==> src/rtl/gray_seq_ctrl.sv <==
// Sequencer for the binary-to-Gray converter datapath: steps a binary code through
// a configured range, captures the converted Gray word and emits binary/Gray pairs.
module gray_seq_ctrl #(
  parameter int WIDTH = 4
) (
  input  logic             clk,
  input  logic             rst,
  input  logic             start,
  input  logic             abort,
  input  logic [WIDTH-1:0] cfg_first,
  input  logic [WIDTH-1:0] cfg_last,
  input  logic             cfg_down,
  input  logic             cfg_loop,
  output logic [WIDTH-1:0] bin_out,
  input  logic [WIDTH-1:0] gray_in,
  output logic             out_valid,
  input  logic             out_ready,
  output logic [WIDTH-1:0] out_bin,
  output logic [WIDTH-1:0] out_gray,
  output logic             busy,
  output logic             done
);

  typedef enum logic [1:0] {
    S_IDLE = 2'd0,
    S_CONV = 2'd1,
    S_EMIT = 2'd2
  } state_t;

  localparam logic [WIDTH-1:0] ZERO    = {WIDTH{1'b0}};
  localparam logic [WIDTH-1:0] STEP_ONE = {{(WIDTH-1){1'b0}}, 1'b1};

  state_t           state_q, state_d;
  logic [WIDTH-1:0] bin_q, bin_d;
  logic [WIDTH-1:0] out_bin_q, out_bin_d;
  logic [WIDTH-1:0] out_gray_q, out_gray_d;
  logic             out_valid_q, out_valid_d;
  logic             busy_q, busy_d;
  logic             done_q, done_d;
  logic [WIDTH-1:0] first_q, first_d;
  logic [WIDTH-1:0] last_q, last_d;
  logic             down_q, down_d;
  logic             loop_q, loop_d;

  // Next-state and next-output computation for the sequencer.
  always_comb begin
    state_d     = state_q;
    bin_d       = bin_q;
    out_bin_d   = out_bin_q;
    out_gray_d  = out_gray_q;
    out_valid_d = out_valid_q;
    done_d      = 1'b0;
    first_d     = first_q;
    last_d      = last_q;
    down_d      = down_q;
    loop_d      = loop_q;

    if (abort) begin
      state_d     = S_IDLE;
      out_valid_d = 1'b0;
    end else begin
      case (state_q)
        S_IDLE: begin
          if (start) begin
            first_d = cfg_first;
            last_d  = cfg_last;
            down_d  = cfg_down;
            loop_d  = cfg_loop;
            bin_d   = cfg_first;
            state_d = S_CONV;
          end else begin
            state_d = S_IDLE;
          end
        end
        S_CONV: begin
          // One cycle lets the converter settle on bin_q before capture.
          out_bin_d   = bin_q;
          out_gray_d  = gray_in;
          out_valid_d = 1'b1;
          state_d     = S_EMIT;
        end
        S_EMIT: begin
          if (out_valid_q && out_ready) begin
            out_valid_d = 1'b0;
            if (out_bin_q == last_q) begin
              if (loop_q) begin
                bin_d   = first_q;
                state_d = S_CONV;
              end else begin
                done_d  = 1'b1;
                state_d = S_IDLE;
              end
            end else begin
              bin_d   = down_q ? (bin_q - STEP_ONE) : (bin_q + STEP_ONE);
              state_d = S_CONV;
            end
          end else begin
            state_d = S_EMIT;
          end
        end
        default: begin
          state_d     = S_IDLE;
          out_valid_d = 1'b0;
        end
      endcase
    end

    busy_d = (state_d != S_IDLE);
  end

  // State and output registers with synchronous reset.
  always_ff @(posedge clk) begin
    if (rst) begin
      state_q     <= S_IDLE;
      bin_q       <= ZERO;
      out_bin_q   <= ZERO;
      out_gray_q  <= ZERO;
      out_valid_q <= 1'b0;
      busy_q      <= 1'b0;
      done_q      <= 1'b0;
      first_q     <= ZERO;
      last_q      <= ZERO;
      down_q      <= 1'b0;
      loop_q      <= 1'b0;
    end else begin
      state_q     <= state_d;
      bin_q       <= bin_d;
      out_bin_q   <= out_bin_d;
      out_gray_q  <= out_gray_d;
      out_valid_q <= out_valid_d;
      busy_q      <= busy_d;
      done_q      <= done_d;
      first_q     <= first_d;
      last_q      <= last_d;
      down_q      <= down_d;
      loop_q      <= loop_d;
    end
  end

  assign bin_out   = bin_q;
  assign out_bin   = out_bin_q;
  assign out_gray  = out_gray_q;
  assign out_valid = out_valid_q;
  assign busy      = busy_q;
  assign done      = done_q;

endmodule
==> config.mk <==
export PLATFORM = sky130hd
export DESIGN_NAME = gray_seq_ctrl
export DESIGN_NICKNAME = d
export VERILOG_FILES = /design/src/rtl/gray_seq_ctrl.sv
export SDC_FILE = /design/constraint.sdc
export NUM_CORES = 1
export LEC_CHECK = 0
export CAP_MARGIN = 25
export CORE_MARGIN = 1
export CORE_UTILIZATION = 47
export DETAILED_ROUTE_END_ITERATION = 8
export PLACE_DENSITY = 0.83
export SLEW_MARGIN = 15
export SYNTH_ARGS = -nofsm -noshare
export SYNTH_HDL_FRONTEND = slang
export SYNTH_SLANG_ARGS = --single-unit
==> constraint.sdc <==
create_clock -name clk -period 1.81 [get_ports clk]
set_input_delay 0.362 -clock clk [delete_from_list [all_inputs] [get_ports clk]]
set_output_delay 0.362 -clock clk [all_outputs]
set_load 0.05 [all_outputs]
======== After elaboration in Yosys (flattened, before gate mapping) ========
Index checks and enable logic that the tools add are counted.
cells by class
  add/subtract/negate cells ............... 2
  equality and inequality tests ........... 6
  multiplexer cells ....................... 15
  bitwise gates (word level) .............. 5
  reductions and logical operators ........ 10
operator list
  kind                 count
  $mux 4               5
  $pmux 4 s2           1
  $mux 2               3
  $pmux 2 s3           1
  $not 1->1            5
  $reduce_and 5->1     1
  $reduce_or 5->1      1
  $add 4x1->4 const B  1
  $eq 4x4->1           1
  $mux 1               4
  $ne 2x2->1 const B   2
  $reduce_and 2->1     2
  $reduce_bool 2->1    2
  $sub 4x1->4 const B  1
  $ne 3x3->1 const B   1
  $pmux 1 s3           1
  $reduce_and 3->1     1
  $eq 2x1->1 const B   1
  $eq 2x2->1 const B   1
  $logic_not 2->1      1
  $reduce_or 2->1      1
  $logic_and 1x1->1    1
word-level totals
  register bits ........................... 27
  input bits .............................. 19
  output and inout port bits .............. 15
  word-level logic and storage cells ...... 49

======== Logic depth before layout (Yosys ltp) ========
Gate-level depths: netlist of the first run.
  word-level depth ........................ 6
  gate-level depth with buffers ........... 7
  mapped depth without buffers ............ 6

======== Worst setup path after synthesis of the first run ========
Ideal clock, no wire load.
  kind .................................... register to register
  from .................................... reg bin_q[0], in the netlist bin_out[0]
  to ...................................... reg bin_q[2], in the netlist bin_out[2]
  library setup time ...................... 0.070 ns
  arrival ................................. 1.847 ns
  required time ........................... 1.740 ns
  path slack .............................. -0.108 ns
  stages on the path, launching flop included .. 7
  path buffers ............................ 0
  clock period less this slack ............ 1.918 ns
  cell sequence ........................... dfxtp_1 -> inv_1 -> fa_1 -> xnor2_1 -> mux2i_1 -> a211o_1 -> a21oi_1
on the way
  longest elaborated chain between the ends .. 5
  elaborated cells between the ends (all ways) .. 6
  those cells by class .................... 2 x add/sub; 4 x mux
RTL lines
  item                                        RTL line  text
  start, declared                             34        logic [WIDTH-1:0] bin_q, bin_d;
  start signal, assigned                      127       bin_q <= bin_d;
  $add 4x1->4 or $sub 4x1->4 (tied branches)  94        bin_d = down_q ? (bin_q - STEP_ONE) : (bin_q + STEP_ONE);
  $mux 4 (*)                                  94
  $mux 4 (*)                                  85        if (out_bin_q == last_q) begin
  $mux 4 (*)                                  83        if (out_valid_q && out_ready) begin
  $pmux 4 s2 (*)                              62        case (state_q)
Mark *: on every way between the ends. The rest lies on a longest branch, timed or not. The select of a mux whose other input is x is not followed.
A chain may end at the register's enable or synchronous reset.

======== Worst setup path in the final report of the first run ========
  from .................................... reg out_bin_q[0], in the netlist out_bin[0]
  to ...................................... reg bin_q[1], in the netlist bin_out[1]
on the way
  longest elaborated chain between the ends .. 4
  elaborated cells between the ends (all ways) .. 6
  those cells by class .................... 2 x eq/ne; 3 x mux; 1 x reduce/logical
RTL lines
  item                    RTL line  text
  start, declared         35        logic [WIDTH-1:0] out_bin_q, out_bin_d;
  start signal, assigned  128       out_bin_q <= out_bin_d;
  $eq 4x4->1 (*)          85
  $mux 4                  85
  $mux 4                  83
  $pmux 4 s2              62
Marks and branches as above.

==> flow_metrics.tcl, run 1 <==
set metrics [dict create \
    drc_errors 0 \
    drive_gt1_share_pct 21.7 \
    wl_per_cell_um 14.2 \
    cts_buffer_depth 2 \
    timing.final.crit_period_ns 1.67 \
    via_count 1103 \
    crit_path_max_fanout 9 \
    leakagePower_nw 0.635 \
    cp.arrival_ns 1.92 \
    status "complete, no violations" \
    power.total_mw 1.14 \
    dp_slack_ns -0.0655 \
    viasPerCell 5.38 \
    yosys_warnings 0 \
    synth_area_per_cell_sq_um 9.22 \
    finalSetupTns_ns 0 \
    yosysSeqAreaShare_pct 42.5 \
    cts-htree-levels 1 \
    drt_first_pass_iters 5 \
    wl_um 2920 \
    final_antenna_net_count 0 \
    drv_cap 0 \
    endpoint_kind "register" \
    portBuffers 33 \
    ys.flop_type "dfxtp_1" \
    hpwl_um 2160 \
    finalClockSkew_ns 0.000928 \
    power_density_nw_per_um2 690 \
    post-synth-top-area-cell "dfxtp_1" \
    start_kind "register" \
    dieWidth_um 54.0 \
    vdd_drop_max_v 0.000656 \
    die_h_um 54.0 \
    path_clk_slew_ns 0.15 \
    ys_async_sr_fraction_pct 0 \
    hold_ws_ns 0.473 \
    synthTopCellsByArea "dfxtp_1, nand2_1, mux2i_1" \
    ys_types 33 \
    synth_edf_count 0 \
    slew_headroom_pct 67.6 \
    initial_core_util_pct 50.4 \
    timing.final.ws_setup_ns 0.145 \
    cts_inserted_buffers 3 \
    synthToLayoutAreaGrowth_pct 30.1 \
    grt_pass1_vias 1066 \
    nNetsFinal 198 \
    synth_nets 160 \
    timing.fmax_mhz 600 \
    core-area_sq_um 2520 \
    rsz0062_at_grt "no" \
    dieArea_sq_um 2920 \
    num_io_pins 34 \
    grt_first_pass_wirelength_um 4740 \
    min_path_type "register to register" \
    worstMarginPinSlew_ns 0.485 \
    ys_ff_latch 27 \
    antenna_found_initial 0 \
    gp_congestion 0.810 \
    grtUsageTotal_pct 23.2 \
    critPathKind "register to register" \
    root_buffer "clkbuf_4" \
    synthCells 138 \
    num_rows 18 \
    final-max-slew-violation-count 0 \
    synth_common_cells "dfxtp_1, nand2_1, a21oi_1" \
    filler_cell_count 205 \
    hold_violations 0 \
    drt_iter0_drc 17 \
    diodes 0 \
    synth_top_cell_area_share_pct 42.5 \
    clock-sinks 27 \
    overflow 0 \
    clock_latency_ns 0.33 \
    finalCritPeriodShare_pct 92.0 \
    cts_tree "yes" \
    syn_area_sq_um 1270 \
    setup_violations 0 \
    grt_max_degree 23 \
    utilization_pct 65.6 \
    critical_path_required_ns 2.06 \
]
==> logic make-up (layout without fill, tap and decap cells) <==
| family | after synthesis | after routing | share of synthesized area (%) |
|---|---|---|---|
| AOI/OAI and AO/OA | 27 | 27 | 15.4 |
| DFF | 27 | 27 | 42.5 |
| and+or+nand+nor | 54 | 54 | 20.5 |
| adders and majority gates | 3 | 3 | 3.54 |
| muxes | 10 | 10 | 7.87 |
| buffers and inverters | 10 | 47 | 3.05 |
| xor gates and xnor gates | 7 | 7 | 7.18 |
==> area by class of cell <==
class / count / area, sq um / share of cell area [%]
multi-input combinational: 101 / 693 / 41.9
sequential: 27 / 543 / 32.8
timing repair buffer: 39 / 339 / 20.5
tap: 30 / 37.5 / 2.27
clock buffer: 3 / 22.5 / 1.36
inverter: 4 / 15.0 / 0.907
clock inverter: 1 / 5.00 / 0.302
==> critical path, cell delays in order (launching register included) <==
cell	delay [ns]
dfxtp_1	0.38
xnor2_2	0.22
nand4_4	0.22
o311ai_4	0.44
a21oi_2	0.07
a221oi_2	0.24
==> layout by cell type, fill, tap and decap left out, types with 2 or more instances in the layout <==
master,count
o21ai_0,2
clkdlybuf4s50_1,18
inv_1,4
nor2_1,12
or2_2,2
nor2b_1,3
xnor2_1,2
mux2i_1,10
clkbuf_4,3
a211o_1,2
ha_1,2
dfxtp_1,25
dfxtp_2,2
nor3_1,3
nand2_1,27
buf_4,20
a21oi_1,15
xnor2_2,4
==> power breakdown <==
part           total (mW)  switching (mW)  internal (mW)
clock network       0.270           0.187         0.0831
logic               0.231           0.125          0.106
registers           0.641          0.0240          0.617
total                1.14           0.335          0.806
==> routing by layer <==
layer  wire length [um]  part of all wire, %  track usage, %  up-vias
met5                  0                    0               0        -
met4                 31                  1.1            8.12        0
met3                169                  5.8            8.19        4
met2               1490                   51            39.1       43
met1               1230                   42            26.9      513
li1                   -                    -               -      543
==> worst paths after layout <==
kind / cells past startpoint / startpoint / slack [ns] / to
worst min register to register: 2 / first_q[1] / 0.47 / first_q[1]
worst max register to register: 5 / out_bin[0] / 0.14 / bin_out[1]
worst max-delay path: 5 / out_bin[0] / 0.14 / bin_out[1]
worst min-delay path: 2 / first_q[1] / 0.47 / first_q[1]
==> stage by stage <==
stage / std cells / cell area (sq um)
2_1_floorplan: 138 / 1270
3_3_place_gp: 201 / 1630
3_5_place_dp: 201 / 1630
4_1_cts: 205 / 1660
5_1_grt: 205 / 1660
6_report: 205 / 1660
==> registers in the layout (all words and copies together), names as in the netlist <==
register	flops
last_q	4
out_gray	4
loop_q	1
done	1
state_q	2
out_bin	4
down_q	1
first_q	4
bin_out	4
busy	1
out_valid	1
==> what timing repair did <==
item,in CTS,in global routing
setup buffers,0,0
resized for setup,1,0
hold buffers,0,0
setup endpoints to repair,1,0
Power figures use the tool's default switching activity.
==> run 2, diff against run 1 <==
- SLEW_MARGIN: 15 -> 20
==> results of run 2 <==
Final layout, timing and power as in run 1 (identical DEF).
